`config.mk`:
```
export PLATFORM = sky130hd
export DESIGN_NAME = idma_desc64_mc_arbiter
export DESIGN_NICKNAME = d
export VERILOG_FILES = /design/src/rtl/idma_desc64_mc_pkg.sv /design/src/rtl/idma_desc64_mc_rr_arb.sv /design/src/rtl/idma_desc64_mc_arbiter.sv
export SDC_FILE = /design/constraint.sdc
export NUM_CORES = 1
export LEC_CHECK = 0
export CORE_ASPECT_RATIO = 0.75
export CORE_UTILIZATION = 40
export CTS_BUF_LIST = sky130_fd_sc_hd__clkbuf_16
export DETAILED_ROUTE_END_ITERATION = 6
export GPL_ROUTABILITY_DRIVEN = 0
export PLACE_DENSITY_LB_ADDON = 0.15
export SKIP_LAST_GASP = 1
export SLEW_MARGIN = 30
export SYNTH_ARGS = -nofsm -noshare
export SYNTH_HDL_FRONTEND = slang
export SYNTH_HIERARCHICAL = 1
export SYNTH_SLANG_ARGS = --single-unit
```
`constraint.sdc`:
```
create_clock -name clk_i -period 5.5 [get_ports clk_i]
set_input_delay 1.375 -clock clk_i [delete_from_list [all_inputs] [get_ports clk_i]]
set_output_delay 1.375 -clock clk_i [all_outputs]
set_load 0.1 [all_outputs]
```
`src/rtl/idma_desc64_mc_pkg.sv`:
```
// Shared helpers for the multi-channel desc64 arbiter.
//   ch_idx_w(n)  : width of a channel index (at least 1 bit, even for a single channel)
//   cnt_w(d)     : width of a counter that must hold values 0..d inclusive
//   arb_state_e  : lock state of the round-robin arbiter
package idma_desc64_mc_pkg;

  function automatic int unsigned ch_idx_w(input int unsigned num_channels);
    return (num_channels > 1) ? $clog2(num_channels) : 1;
  endfunction

  function automatic int unsigned cnt_w(input int unsigned depth);
    return $clog2(depth + 1);
  endfunction

  typedef enum logic {
    ArbOpen   = 1'b0,  // free to pick a new winner every cycle
    ArbLocked = 1'b1   // a request was shown downstream and awaits its handshake
  } arb_state_e;

endpackage

```
`src/rtl/idma_desc64_mc_rr_arb.sv`:
```
// Lock-on-valid round-robin arbiter.
//   clk_i, rst_i  : clock, synchronous active-high reset
//   req_i         : per-channel request valid
//   shown_i       : the granted request is visible downstream this cycle
//   hs_i          : the granted request completes its handshake this cycle
//   gnt_idx_o     : granted channel index
//   gnt_onehot_o  : granted channel, one-hot, zero when the granted channel has no request
//   gnt_valid_o   : the granted channel has a request
// The search starts one past the last channel that completed a handshake. Once a request
// has been shown without a handshake the grant is frozen until that handshake happens.
module idma_desc64_mc_rr_arb
  import idma_desc64_mc_pkg::*;
#(
  parameter  int unsigned NumChannels = 4,
  localparam int unsigned ChIdxW      = ch_idx_w(NumChannels)
) (
  input  logic                   clk_i,
  input  logic                   rst_i,
  input  logic [NumChannels-1:0] req_i,
  input  logic                   shown_i,
  input  logic                   hs_i,
  output logic [ChIdxW-1:0]      gnt_idx_o,
  output logic [NumChannels-1:0] gnt_onehot_o,
  output logic                   gnt_valid_o
);

  arb_state_e        state_q, state_d;
  logic [ChIdxW-1:0] ptr_q, lock_idx_q;
  logic [ChIdxW-1:0] search_idx, cand;
  logic              search_hit;

  // NOTE: state registers use non-blocking assignments so every flop samples pre-edge values.
  always_ff @(posedge clk_i) begin
    if (rst_i) begin
      state_q    <= ArbOpen;
      ptr_q      <= ChIdxW'(NumChannels - 1);  // channel 0 wins first
      lock_idx_q <= '0;
    end else begin
      state_q <= state_d;
      if (hs_i)    ptr_q      <= gnt_idx_o;
      // While locked gnt_idx_o already equals lock_idx_q, so this only captures a fresh winner.
      if (shown_i) lock_idx_q <= gnt_idx_o;
    end
  end

  always_comb begin
    state_d = state_q;
    case (state_q)
      ArbOpen:   if (shown_i && !hs_i) state_d = ArbLocked;
      ArbLocked: if (hs_i)             state_d = ArbOpen;
      default:                         state_d = ArbOpen;
    endcase
  end

  // NOTE: every always_comb output gets a default before any conditional write, so no latch is inferred.
  always_comb begin
    search_hit = 1'b0;
    search_idx = ptr_q;
    cand       = '0;
    for (int unsigned i = 1; i <= NumChannels; i++) begin
      cand = ChIdxW'((32'(ptr_q) + i) % NumChannels);
      if (!search_hit && req_i[cand]) begin
        search_hit = 1'b1;
        search_idx = cand;
      end
    end
  end

  always_comb begin
    gnt_idx_o               = (state_q == ArbLocked) ? lock_idx_q : search_idx;
    gnt_valid_o             = req_i[gnt_idx_o];
    gnt_onehot_o            = '0;
    gnt_onehot_o[gnt_idx_o] = gnt_valid_o;
  end

endmodule

```
`src/rtl/idma_desc64_mc_arbiter.sv`:
```
// Merges NumChannels desc64 frontends onto one iDMA backend request/response pair.
//   clk_i, rst_i                     : clock, synchronous active-high reset
//   ch_req_i / _valid_i / _ready_o   : per-channel request channels
//   ch_rsp_o / _valid_o / _ready_i   : per-channel response channels (data is a copy of idma_rsp_i)
//   ch_busy_o                        : channel has at least one request in flight
//   idma_req_o / _valid_o / _ready_i : backend request
//   idma_rsp_i / _valid_i / _ready_o : backend response (in request order)
//   pending_cnt_o                    : total requests in flight
//   spurious_rsp_o                   : sticky, a response arrived while nothing was pending
// Each accepted request pushes its channel index into a pending FIFO; the FIFO head steers the
// next backend response back to its issuer. All handshakes are suppressed while rst_i is high.
module idma_desc64_mc_arbiter
  import idma_desc64_mc_pkg::*;
#(
  parameter  int unsigned NumChannels  = 4,
  parameter  int unsigned PendingDepth = 8,
  parameter  type         idma_req_t   = logic,
  parameter  type         idma_rsp_t   = logic,
  localparam int unsigned ChIdxW       = ch_idx_w(NumChannels),
  localparam int unsigned CntW         = cnt_w(PendingDepth)
) (
  input  logic                   clk_i,
  input  logic                   rst_i,
  input  idma_req_t              ch_req_i       [NumChannels],
  input  logic [NumChannels-1:0] ch_req_valid_i,
  output logic [NumChannels-1:0] ch_req_ready_o,
  output idma_rsp_t              ch_rsp_o       [NumChannels],
  output logic [NumChannels-1:0] ch_rsp_valid_o,
  input  logic [NumChannels-1:0] ch_rsp_ready_i,
  output logic [NumChannels-1:0] ch_busy_o,
  output idma_req_t              idma_req_o,
  output logic                   idma_req_valid_o,
  input  logic                   idma_req_ready_i,
  input  idma_rsp_t              idma_rsp_i,
  input  logic                   idma_rsp_valid_i,
  output logic                   idma_rsp_ready_o,
  output logic [CntW-1:0]        pending_cnt_o,
  output logic                   spurious_rsp_o
);

  localparam int unsigned PtrW = $clog2(PendingDepth);

  logic [ChIdxW-1:0]      fifo_q [PendingDepth];
  logic [PtrW-1:0]        wr_ptr_q, rd_ptr_q;
  logic [CntW-1:0]        fill_q;
  logic [CntW-1:0]        cnt_q  [NumChannels];
  logic                   spurious_q;
  logic                   fifo_full, fifo_empty, req_shown, push, pop;
  logic [ChIdxW-1:0]      gnt_idx, head_idx;
  logic [NumChannels-1:0] gnt_onehot;
  logic                   gnt_valid;

  function automatic logic [PtrW-1:0] ptr_inc(input logic [PtrW-1:0] p);
    return (p == PtrW'(PendingDepth - 1)) ? '0 : p + PtrW'(1);
  endfunction

  assign fifo_full  = (fill_q == CntW'(PendingDepth));
  assign fifo_empty = (fill_q == '0);
  assign head_idx   = fifo_q[rd_ptr_q];

  // A pop in the same cycle deliberately does not free a slot for a push.
  assign req_shown  = gnt_valid && !fifo_full && !rst_i;
  assign push       = req_shown && idma_req_ready_i;
  assign pop        = idma_rsp_valid_i && idma_rsp_ready_o;

  idma_desc64_mc_rr_arb #(
    .NumChannels (NumChannels)
  ) i_rr_arb (
    .clk_i        (clk_i),
    .rst_i        (rst_i),
    .req_i        (ch_req_valid_i),
    .shown_i      (req_shown),
    .hs_i         (push),
    .gnt_idx_o    (gnt_idx),
    .gnt_onehot_o (gnt_onehot),
    .gnt_valid_o  (gnt_valid)
  );

  always_comb begin
    idma_req_valid_o         = req_shown;
    idma_req_o               = ch_req_i[gnt_idx];
    ch_req_ready_o           = (idma_req_ready_i && !fifo_full && !rst_i) ? gnt_onehot : '0;
    idma_rsp_ready_o         = !fifo_empty && !rst_i && ch_rsp_ready_i[head_idx];
    ch_rsp_valid_o           = '0;
    ch_rsp_valid_o[head_idx] = idma_rsp_valid_i && !fifo_empty && !rst_i;
    for (int i = 0; i < NumChannels; i++) begin
      ch_rsp_o[i]  = idma_rsp_i;
      ch_busy_o[i] = (cnt_q[i] != '0);
    end
    pending_cnt_o  = fill_q;
    spurious_rsp_o = spurious_q;
  end

  always_ff @(posedge clk_i) begin
    if (rst_i) begin
      wr_ptr_q   <= '0;
      rd_ptr_q   <= '0;
      fill_q     <= '0;
      spurious_q <= 1'b0;
      for (int i = 0; i < NumChannels; i++) cnt_q[i] <= '0;
    end else begin
      if (push) wr_ptr_q <= ptr_inc(wr_ptr_q);
      if (pop)  rd_ptr_q <= ptr_inc(rd_ptr_q);
      case ({push, pop})
        2'b10:   fill_q <= fill_q + CntW'(1);
        2'b01:   fill_q <= fill_q - CntW'(1);
        default: fill_q <= fill_q;
      endcase
      // Same-channel push and pop cancel out.
      for (int i = 0; i < NumChannels; i++) begin
        cnt_q[i] <= cnt_q[i]
                  + CntW'(push && (gnt_idx  == ChIdxW'(i)))
                  - CntW'(pop  && (head_idx == ChIdxW'(i)));
      end
      if (idma_rsp_valid_i && fifo_empty) spurious_q <= 1'b1;
    end
  end

  // NOTE: FIFO storage has no reset; an entry is only read after the push that wrote it.
  always_ff @(posedge clk_i) begin
    if (push) fifo_q[wr_ptr_q] <= gnt_idx;
  end

endmodule
```
Yosys cells after proc, flatten, opt, wreduce, memory -nomap -nowiden
Memory sizes are Yosys's and may differ from the RTL's. A register that Yosys moved wholly into a read port is not among the register bits.
Cells that the tools add are included.
Widths: inputs -> output; s select.
{ "word_totals": {"register_bits": 16, "mem_bits_rw": 32, "in_bits": 17, "output_inout_bits": 24, "elab_cells": 138, "memories": 2} }
{ "mem_list": {"columns": ["name", "depth", "word_bits", "read_ports", "rd_clocked_by_memory_dff", "wr", "line_no", "rtl"], "rows": [
  ["cnt_q", 4, 4, 4, 0, 4, "idma_desc64_mc_arbiter.sv:46", "logic [CntW-1:0] cnt_q [NumChannels];"],
  ["fifo_q", 8, 2, 1, 1, 1, "idma_desc64_mc_arbiter.sv:43", "logic [ChIdxW-1:0] fifo_q [PendingDepth];"]
]} }
{ "op_classes": {"addsub": 16, "n_lt_le_gt_ge": 9, "n_eq_ne": 11, "n_mux": 45, "bitwise": 8, "reduce_logical": 40} }
{ "ops": {"columns": ["operator", "count"], "rows": [
  ["$logic_and 1x1->1", 25],
  ["$mux 1", 20],
  ["$mux 4", 5],
  ["$lt 2x3->1 const B", 6],
  ["$add 4x1->4", 4],
  ["$reduce_bool 4->1", 4],
  ["$sub 4x1->4", 4],
  ["$bmux 1 s2", 7],
  ["$mux 3", 4],
  ["$eq 2x2->1 const B", 5],
  ["$mux 2", 5],
  ["$and 4x4->4", 2],
  ["$pmux 4 s2", 1],
  ["$logic_not 1->1", 7],
  ["$add 3x1->3 const B", 2],
  ["$eq 2x1->1 const B", 3],
  ["$eq 3x3->1 const B", 2],
  ["$add 2x1->2 const B", 2],
  ["$add 2x2->2 const B", 2],
  ["$add 4x1->4 const B", 1],
  ["$demux 1 s2", 2],
  ["$eq 4x4->1 const B", 1],
  ["$ge 2x1->1 const B", 2],
  ["$logic_not 2->1", 2],
  ["other kinds (8)", 11]
]} }

Longest topological paths before layout
{ "depth": {"ltp_word": 23, "ltp_mapped": 15} }

Modules after synthesis
The synthesis kept the hierarchy.
{ "by_module_without_submodules": {"columns": ["mod", "instances", "cells_per_inst", "area_each_um2", "seq_area_each_um2"], "rows": [
  ["idma_desc64_mc_arbiter", 1, 248, 2601.2, 1081.0],
  ["idma_desc64_mc_rr_arb", 1, 43, 376.6, 100.1]
]} }

Worst setup path after synthesis
Ideal clock, no wire load.
{ "synth_path": {"path_kind": "input-to-output", "start": "input ch_rsp_ready_i[1]", "end": "output idma_rsp_ready_o", "arrival_time_ns": 6.269, "path_slack_ns": -2.144, "path_stages": 3, "cell_sequence": "mux2i_4 > nor2b_1 > a2111oi_0"} }
{ "synth_between": {"elab_chain_cells": 3} }
{ "synth_lines": {"columns": ["item", "line_no", "rtl"], "rows": [
  ["start: declaration", "idma_desc64_mc_arbiter.sv:29", "input logic [NumChannels-1:0] ch_rsp_ready_i,"],
  ["$bmux 1 s2", "idma_desc64_mc_arbiter.sv:83", "idma_rsp_ready_o = !fifo_empty && !rst_i && ch_rsp_ready_i[head_idx];"],
  ["$mux 1 (implied by the code)", "idma_desc64_mc_arbiter.sv:83", null],
  ["$logic_and 1x1->1", "idma_desc64_mc_arbiter.sv:83", null],
  ["end: declaration", "idma_desc64_mc_arbiter.sv:36", "output logic idma_rsp_ready_o,"]
]} }
No other way between the ends. The select of a mux whose other input is x is not followed.

Worst setup path in the final report
{ "layout_path": {"start": "input ch_req_valid_i[1]", "end": "output idma_req_valid_o"} }
{ "layout_between": {"elab_chain_cells": 17, "elab_cells_between_ends": 26, "classes_between": "18 x mux; 8 x reduce/logical"} }
{ "layout_lines": {"columns": ["item", "line_no", "rtl"], "rows": [
  ["start: declaration", "idma_desc64_mc_arbiter.sv:25", "input logic [NumChannels-1:0] ch_req_valid_i,"],
  ["$bmux 1 s2", "idma_desc64_mc_rr_arb.sv:62", "if (!search_hit && req_i[cand]) begin"],
  ["$mux 1 (implied by the code)", "idma_desc64_mc_rr_arb.sv:62", null],
  ["$mux 1", "idma_desc64_mc_rr_arb.sv:62", null],
  ["$logic_not 1->1", "idma_desc64_mc_rr_arb.sv:62", null],
  ["$logic_and 1x1->1", "idma_desc64_mc_rr_arb.sv:62", null],
  ["$mux 1", "idma_desc64_mc_rr_arb.sv:62", null],
  ["$logic_not 1->1", "idma_desc64_mc_rr_arb.sv:62", null],
  ["$logic_and 1x1->1", "idma_desc64_mc_rr_arb.sv:62", null],
  ["$mux 1", "idma_desc64_mc_rr_arb.sv:62", null],
  ["$logic_not 1->1", "idma_desc64_mc_rr_arb.sv:62", null],
  ["$logic_and 1x1->1", "idma_desc64_mc_rr_arb.sv:62", null],
  ["$mux 2", "idma_desc64_mc_rr_arb.sv:62", null],
  ["$mux 2", "idma_desc64_mc_rr_arb.sv:70", "gnt_idx_o = (state_q == ArbLocked) ? lock_idx_q : search_idx;"],
  ["$bmux 1 s2 (*)", "idma_desc64_mc_rr_arb.sv:71", "gnt_valid_o = req_i[gnt_idx_o];"],
  ["$mux 1 (implied by the code) (*)", "idma_desc64_mc_rr_arb.sv:71", null],
  ["named net gnt_valid", "idma_desc64_mc_arbiter.sv:51", "logic gnt_valid;"],
  ["$logic_and 1x1->1 (*) (2 in a row)", "idma_desc64_mc_arbiter.sv:62", "assign req_shown = gnt_valid && !fifo_full && !rst_i;"],
  ["end: declaration", "idma_desc64_mc_arbiter.sv:32", "output logic idma_req_valid_o,"]
]} }
Mark *: on every way through the listed nets, which the timed path passes. The rest lies on a longest branch. The select of a mux whose other input is x is not followed.

==> flow_metrics.env <==
export IMPL_status="complete, no violations"
export IMPL_root_buffer="clkbuf_16"
export IMPL_startpoint_type="input pin"
export IMPL_skew_ns=0.00596
export IMPL_ys_flop_type="dfxtp_1"
export IMPL_grt_pass1_vias=1996
export IMPL_rr_worst_depth=14
export IMPL_timing_slew_headroom_pct=34.4
export IMPL_synthesis_nets=339
export IMPL_antenna_found_initial=0
export IMPL_wirelength_um=5330
export IMPL_rows=26
export IMPL_wl_per_cell_um=12.6
export IMPL_die_y_um=76.7
export IMPL_worst_slack_ns=0.323
export IMPL_ys_ff_latch=51
export IMPL_finalHoldViolations=0
export IMPL_synthCells=291
export IMPL_path_class="in2out"
export IMPL_post_synth_num_cell_types=49
export IMPL_syn_to_final_growth_pct=22.8
export IMPL_drive_gt1_share_pct=11.7
export IMPL_pwr_share_comb_pct=32.5
export IMPL_yosys_top_cells_area="dfxtp_1, edfxtp_1, ha_1, inv_1, nor2_1"
export IMPL_fin_nets=373
export IMPL_min_delay_start="spurious_rsp_o"
export IMPL_cts_resized=0
export IMPL_htree_levels=2
export IMPL_async_reset_ff_share_pct=0
export IMPL_p_seq_share_pct=40.2
export IMPL_cts_sinks=51
export IMPL_holdWs_ns=0.480
export IMPL_n_antenna_cell=0
export IMPL_yosys_warnings=6
export IMPL_dieArea_um2=7800
export IMPL_gr_total_overflow=0
export IMPL_syn_area_per_cell_um2=10.2
export IMPL_hold_buffers=0
export IMPL_reg2reg_slack_ns=2.10
export IMPL_final_cell_mix="dfxtp_1, inv_1, nor2_1"
export IMPL_start_util_pct=42.6
export IMPL_arrival_ns=3.80
export IMPL_ys_seq_area_share_pct=39.7
export IMPL_swShare_pct=34.5
export IMPL_vias=2038
export IMPL_fin_cells=424
export IMPL_grt_max_degree=30
export IMPL_post_cts_buffers=0
export IMPL_clk_latency_ns=0.29
export IMPL_worstPathCellList="clkdlybuf4s50_1 > nor2b_1 > a21oi_1 > o41a_1 > a22oi_4 > mux4_2 > nand2_1 > nor2_1 > buf_12"
export IMPL_drv_cap=0
export IMPL_netlist_area_um2=2980
export IMPL_yosys_area_top_type="dfxtp_1"
export IMPL_cp_slowest_stage_delay_ns=0.57
export IMPL_regToRegStartpoint="i_rr_arb/ptr_q[0]"
export IMPL_grt_setup_unrepaired="false"
export IMPL_p_clk_share_pct=27.3
export IMPL_placedCellCount=416
export IMPL_cts_tree="done"
export IMPL_drt_iter0_markers=43
export IMPL_grt_first_pass_wirelength_um=9270
export IMPL_clock_path_buffers=2
export IMPL_path_clk_slew_ns=0.06
export IMPL_cp_required_ns=4.12
export IMPL_cts_buffers=5
export IMPL_hpwl_um=4010
export IMPL_clock_fmax_mhz=193
export IMPL_drc_errors=0
export IMPL_setup_tns_ns=0
export IMPL_min_period_ns=5.18
export IMPL_viasPerCell=4.81
export IMPL_pre_cts_ws_ns=0.321
export IMPL_crit_fanout=7
export IMPL_p_sw_mw=0.370
export IMPL_hp_class="reg2reg"
export IMPL_synth_edf_count=16
export IMPL_design_core_area_um2=6990
export IMPL_fp_dieW_um=102
export IMPL_powerDensity_nw_per_um2=294
export IMPL_holdPathStages=2
export IMPL_tightest_slew_ns=0.981
export IMPL_yosysTopAreaCellShare_pct=23.5
export IMPL_min_to="spurious_rsp_o"
export IMPL_layout_commonest_cell="dfxtp_1"
export IMPL_io_pins=41
export IMPL_drtAntennaViolNets=0
export IMPL_r2r_end="pending_cnt_o[2]"
export IMPL_ir_worst_vdd_mv=0.157
export IMPL_io_buffers=35
export IMPL_firstDrtPassIters=5
export IMPL_gr_usage_all_layers_pct=15.2
export IMPL_total_power_mw=1.07
export IMPL_fin_crit_sh_pct=94.1
export IMPL_cp_slowest_cell="clkdlybuf4s50_1"
export IMPL_final_max_slew_viol_count=0
export IMPL_internal_power_mw=0.703
export IMPL_leakage_nw=1.42
export IMPL_finalSetupViolCount=0
export IMPL_end_kind="output port"
==> through the flow <==
step	area, um2	utilization, %
finish	3660	52.3
global route	3660	52.3
CTS	3660	52.3
detailed placement	3520	50.3
global placement	3520	50.3
floorplan	2980	-
==> registers in the layout, summed over array words and instances (netlist names), 2 cells and up, named ones only <==
name	count
cnt_q	16
fifo_q	16
i_rr_arb/lock_idx_q	2
i_rr_arb/ptr_q	2
pending_cnt_o	4
rd_ptr_q	3
wr_ptr_q	3
==> cell families after synthesis <==
kind of cell,synth area share (%)
buffers and inverters,6.76
AO/OA/AOI/OAI,8.36
XOR/XNOR,3.53
flip-flops,39.7
multiplexers,9.71
adder cells (fa/ha/maj),14.0
AND/OR/NAND/NOR,17.9
==> synthesized netlist by cell type (5+ instances only) <==
cell	instances
xor2_1	7
edfxtp_1	16
nor2_1	31
inv_1	31
nand2b_1	11
nor3b_1	5
nor3_1	9
ha_1	27
mux2i_1	9
nor2b_1	13
a21oi_1	13
xnor2_1	5
dfxtp_1	35
nand2_1	11
==> cell type report <==
| cell class | count | area [um2] |
|---|---|---|
| timing repair buffer | 39 | 490 |
| fill | 675 | 3340 |
| tap | 98 | 123 |
| clock buffer | 5 | 125 |
| sequential | 51 | 1180 |
| inverter | 33 | 124 |
| clock inverter | 3 | 12.5 |
| multi-input combinational | 195 | 1600 |
==> critical path: cells and delay by family <==
kind	cells	cell delay, ns
buf+inv	2	0.78
compound gates	3	0.69
mux	1	0.53
simple gates	3	0.42
==> metal layers <==
layer	routed length, um	share of wire [%]	vias to the layer above	GRT usage (%)
met5	0	0	-	0
met4	53	0.99	0	4.93
met3	186	3.5	7	3.19
met2	2350	44	29	22.5
met1	2740	51	945	21.8
li1	-	-	1057	-
==> how the worst max path moves through the flow <==
stage / start / to / cells past startpoint
4_1_cts: ch_req_valid_i[1] / idma_req_valid_o / 9
5_1_grt: ch_req_valid_i[1] / idma_req_valid_o / 9
3_5_place_dp: ch_req_valid_i[1] / idma_req_valid_o / 9
6_report: ch_req_valid_i[1] / idma_req_valid_o / 9
2_1_floorplan: ch_req_valid_i[1] / idma_req_valid_o / 7
3_3_place_gp: ch_req_valid_i[1] / idma_req_valid_o / 9
==> power by group through the flow <==
stage                     logic, mW  registers, mW  clock network [mW]
final                         0.349          0.432               0.293
after global routing          0.374          0.435               0.317
after CTS                     0.353          0.432               0.307
after detailed placement      0.352          0.441                   0
after global placement        0.349          0.441                   0
after floorplan               0.251          0.455                   0
Power figures use the tool's default switching activity.
==> variant 1: new RTL, config.mk and constraints unchanged <==
`NumChannels` is set to 4 in 2 places; all go to 8.
--- a/src/rtl/idma_desc64_mc_rr_arb.sv
+++ b/src/rtl/idma_desc64_mc_rr_arb.sv
@@ -11,7 +11,7 @@
 module idma_desc64_mc_rr_arb
   import idma_desc64_mc_pkg::*;
 #(
-  parameter  int unsigned NumChannels = 4,
+  parameter  int unsigned NumChannels = 8,
   localparam int unsigned ChIdxW      = ch_idx_w(NumChannels)
 ) (
   input  logic                   clk_i,
--- a/src/rtl/idma_desc64_mc_arbiter.sv
+++ b/src/rtl/idma_desc64_mc_arbiter.sv
@@ -12,7 +12,7 @@
 module idma_desc64_mc_arbiter
   import idma_desc64_mc_pkg::*;
 #(
-  parameter  int unsigned NumChannels  = 4,
+  parameter  int unsigned NumChannels  = 8,
   parameter  int unsigned PendingDepth = 8,
   parameter  type         idma_req_t   = logic,
   parameter  type         idma_rsp_t   = logic,
Ports: changed (7 resized); port bits go from 41 to 69. The function was not compared with the original's and may differ.
==> variant 1 against the unedited design <==
The run now ends with negative setup slack left; first-iteration DRC count increased to 6.2 times the old value; power rose to 4.3 times the old value; cell area grew 100%; final cell count is 110% higher; sequential share of layout area decreased by 8.3 points; synthesized area increased by 84%; sequential cell count is 26 higher; global-route usage grew 6.0 points; utilization increased by 4.0 points; setup slack got worse by 0.62 ns; die area grew 82%; routed wire length rose to 2.7 times the old value; critical endpoint unchanged; highest routed layer unchanged.
==> variant 1: results (changes against the unedited design) <==
stage,metric,value,unit,change
detailed_routing,drt wl/cell,16.53,µm,+32%
sta,post-route setup slack,-0.2960,ns,-0.6192 ns
critical_path,Worst Path Arrival,4.42,ns,+0.62 ns
global_routing,M1 GR Usage,30.29,%,+8.5 points
global_routing,vias in the first global route,4352,,+120%
yosys,Post-synth EDFFs,24,,+8
yosys,post-synthesis sequential area ratio,32.47,%,-7.2 points
global_routing,GR Layer Usage met2,32.48,%,+10 points
clock_tree,H-tree depth,3,,+1
sta,clk_skew,0.01054,ns,+0.004580 ns
placed_design,HPWL Detailed,10.76,mm,+170%
run_status,failing checks,negative setup slack,,
detailed_routing,DRT met1 WL,6.994,mm,+160%
yosys,Netlist cell types,64,,+31%
critical_path,crit-path leading delay family,compound AO/OA/AOI/OAI gates,,
yosys,Synth Area in Compound Gates,11.81,%,+3.5 points
run_status,outcome,finished with violations,,
critical_path,slowest CP cell,mux4_2,,
detailed_routing,DR WL met3,693,µm,+270%
detailed_routing,initial drt markers,268,,+520%
power_and_ir_drop,switching pwr,2.241,mW,+510%
power_and_ir_drop,pwr/cell area,620.2,mW/mm²,+110%
sta,Final setup viols,10,,+10
yosys,Adder-Cell Fraction of Synth Area,14.09,%,+0.060 points
detailed_routing,routed length on met2,6.659,mm,+180%
finish,# nets final,781,,+110%
sta,slew margin rel.,32.23,%,-2.2 points
yosys,xor and xnor fraction of the mapped netlist area,3.489,%,-0.040 points
placed_design,Area after DPL,0.006650,mm²,+89%
critical_path,CP Max Fanout,6,,-1
global_routing,met3 usage,4.727,%,+1.5 points
power_and_ir_drop,clk pwr,0.556,mW,+90%
power_and_ir_drop,LEAKAGE,2.944,nW,+110%
[variant 1: area by class of cell]
| cell class | instances | area share (%) |
|---|---|---|
| timing repair buffer | 128 | 16.52 |
| sequential | 77 | 23.98 |
| tap | 171 | 2.879 |
| clock inverter | 7 | 0.7409 |
| multi-input combinational | 408 | 49.18 |
| clock buffer | 9 | 3.031 |
| inverter | 71 | 3.671 |
[variant 1: final timing paths]
path | cells past startpoint | slack, ns | startpoint | endpoint
worst max-delay path | 13 | -0.30 | ch_req_valid_i[4] | idma_req_valid_o
worst min-delay path | 2 | 0.49 | spurious_rsp_o$_SDFFE_PP0P_ | spurious_rsp_o$_SDFFE_PP0P_
worst max register to register | 22 | 0.29 | i_rr_arb/ptr_q[0]$_SDFFE_PP1P_ | pending_cnt_o[2]$_SDFFE_PP0P_
worst min register to register | 2 | 0.49 | spurious_rsp_o$_SDFFE_PP0P_ | spurious_rsp_o$_SDFFE_PP0P_
[variant 1: what timing repair did]
item                       CTS  global route
gates cloned                 0             0
hold buffers                 0             0
setup buffers                7             4
setup endpoints to repair   37            31
resized for setup          106            34
pin swaps                   18            16
[variant 1: metrics by stage]
| step | setup TNS (ns) | hold slack [ns] | std cells | setup slack (ns) | power [mW] |
|---|---|---|---|---|---|
| finish | -1.481 | 0.4929 | 871 | -0.2960 | 4.608 |
| global route | -3.226 | 0.5046 | 871 | -0.4123 | 4.839 |
| CTS | -1.048 | 0.4911 | 867 | -0.2140 | 4.376 |
| detailed placement | -29.12 | 0.4794 | 844 | -0.7848 | 3.411 |
| global placement | -22.26 | 0.4634 | 844 | -0.6966 | 3.391 |
| floorplan | -0.1611 | 0.4582 | 585 | -0.08548 | 2.557 |
==> variant 2: new RTL, same settings <==
Made on the original files. Make the reset (`rst_i`) asynchronous in 2 clocked blocks. Comments in the files are not updated.
--- a/src/rtl/idma_desc64_mc_rr_arb.sv
+++ b/src/rtl/idma_desc64_mc_rr_arb.sv
@@ -30,7 +30,7 @@
   logic              search_hit;
 
   // NOTE: state registers use non-blocking assignments so every flop samples pre-edge values.
-  always_ff @(posedge clk_i) begin
+  always_ff @(posedge clk_i or posedge rst_i) begin
     if (rst_i) begin
       state_q    <= ArbOpen;
       ptr_q      <= ChIdxW'(NumChannels - 1);  // channel 0 wins first
--- a/src/rtl/idma_desc64_mc_arbiter.sv
+++ b/src/rtl/idma_desc64_mc_arbiter.sv
@@ -91,7 +91,7 @@
     spurious_rsp_o = spurious_q;
   end
 
-  always_ff @(posedge clk_i) begin
+  always_ff @(posedge clk_i or posedge rst_i) begin
     if (rst_i) begin
       wr_ptr_q   <= '0;
       rd_ptr_q   <= '0;
Formal check against the unedited RTL: differs if rst_i is asserted again (counterexample within 4 cycles, from zero or initial values and one cycle with rst_i high); with rst_i held inactive, the same outputs for 4 cycles.
==> variant 2 against the unedited design <==
First-iteration DRC count rose by 42%; fmax rose by 2.8%; utilization fell by 0.69 points; sequential cell count fell by 3; routed wire length fell by 3.4%; cell area fell by 2.7%; synthesized cell count fell by 13%; synthesized area fell by 3.0%; setup slack improved by 0.14 ns; highest routed layer unchanged.
Power is left out: the tool's default activity adds up to more than one toggle a clock period on the data nets, which glitch-free logic cannot reach.
==> variant 2: results (changes against the unedited design) <==
stage,metric,value,unit,change
run_status,outcome,completed,,
detailed_routing,vias after detailed routing,1812,,-11%
detailed_routing,routed length on met2,2.093,mm,-11%
detailed_routing,Via-to-Cell Ratio,4.622,,-3.8%
finish,Area Overhead vs Synth,23.22,%,
sta,Hold WS,0.4824,ns,+0.002047 ns
detailed_routing,Total Wirelength,5.144,mm,-3.4%
yosys,top area cells in the synthesized netlist,"dfrtp_1 (26%), edfxtp_1 (17%), ha_1 (12%), inv_1 (5.1%), fa_1 (3.5%)",,
critical_path,Worst Setup SP,ch_req_valid_i[3],,
worst_hold_path,WHS Path Cells,1,,-1
sta,Tcrit/Tclk final,91.54,%,-2.6 points
detailed_routing,DRT met1 WL,2.804,mm,+2.4%
critical_path,Reg2Reg Setup Slack,2.04,ns,-0.06 ns
yosys,Synth Area in Compound Gates,6.499,%,-1.9 points
yosys,Synth Instances,254,,-13%
worst_hold_path,hold endpoint,spurious_rsp_o$_DFFE_PP0P_,,
critical_path,CP Max Fanout,8,,+1
sta,worst-margin pin slew,0.9785,ns,-0.002532 ns
global_routing,met3 usage,3.761,%,+0.57 points
yosys,Netlist cell types,47,,-4.1%
global_routing,GR Layer Usage met2,21.07,%,-1.4 points
detailed_routing,drt first pass iters,4,,-1
global_routing,M1 GR Usage,22.45,%,+0.62 points
placed_design,HPWL Detailed,3.940,mm,-1.7%
finish,layout cells sized above 1,15.99,%,+4.3 points
global_routing,pin count of the biggest net entering global routing,29,,-3.3%
finish,# nets final,342,,-8.3%
global_routing,grt peak-use layer,met1,,
yosys,async set or reset register ratio after synthesis,66.67,%,+67 points
yosys,Synth top cells by count,"inv_1 (39), dfrtp_1 (30), ha_1 (27), nor2_1 (18), nand2_1 (17)",,
global_routing,first-pass GRT wire length,8.507,mm,-8.3%
critical_path,Worst path max stage delay,0.54,ns,-0.03 ns
yosys,Post-Syn Nets,303,,-11%
worst_hold_path,Hold Crit Start,spurious_rsp_o$_DFFE_PP0P_,,
sta,clk_skew,0.006099,ns,+0.0001375 ns
yosys,mux share of post-synthesis cell area,10.66,%,+0.95 points
yosys,post-synthesis sequential area ratio,44.45,%,+4.8 points
-- variant 2: cell types whose count changed in the layout (fill, tap and decap cells not counted), sizes merged, moves of 3 or more --
cell    delta
a21oi      -7
dfrtp     +30
nand2      +6
inv        +6
nand2b     -9
mux2       +5
a211oi     -3
nor2      -13
nor3b      -3
nor2b      -9
dfxtp     -35
-- variant 2: final cells by class --
| type | count | area share, % |
|---|---|---|
| clock buffer | 5 | 3.516 |
| clock inverter | 3 | 1.196 |
| inverter | 40 | 4.219 |
| multi-input combinational | 158 | 39.31 |
| sequential | 48 | 36.08 |
| tap | 98 | 3.446 |
| timing repair buffer | 40 | 12.24 |
-- variant 2: worst reg2reg max path, delay by kind of cell, from the launching register on --
kind | cells | cell delay [ns]
xor+xnor | 1 | 0.13
simple gates | 4 | 0.54
fa+ha+maj | 3 | 0.79
mux | 2 | 0.35
flops | 1 | 0.56
compound gates | 2 | 0.59
buf+inv | 3 | 0.36
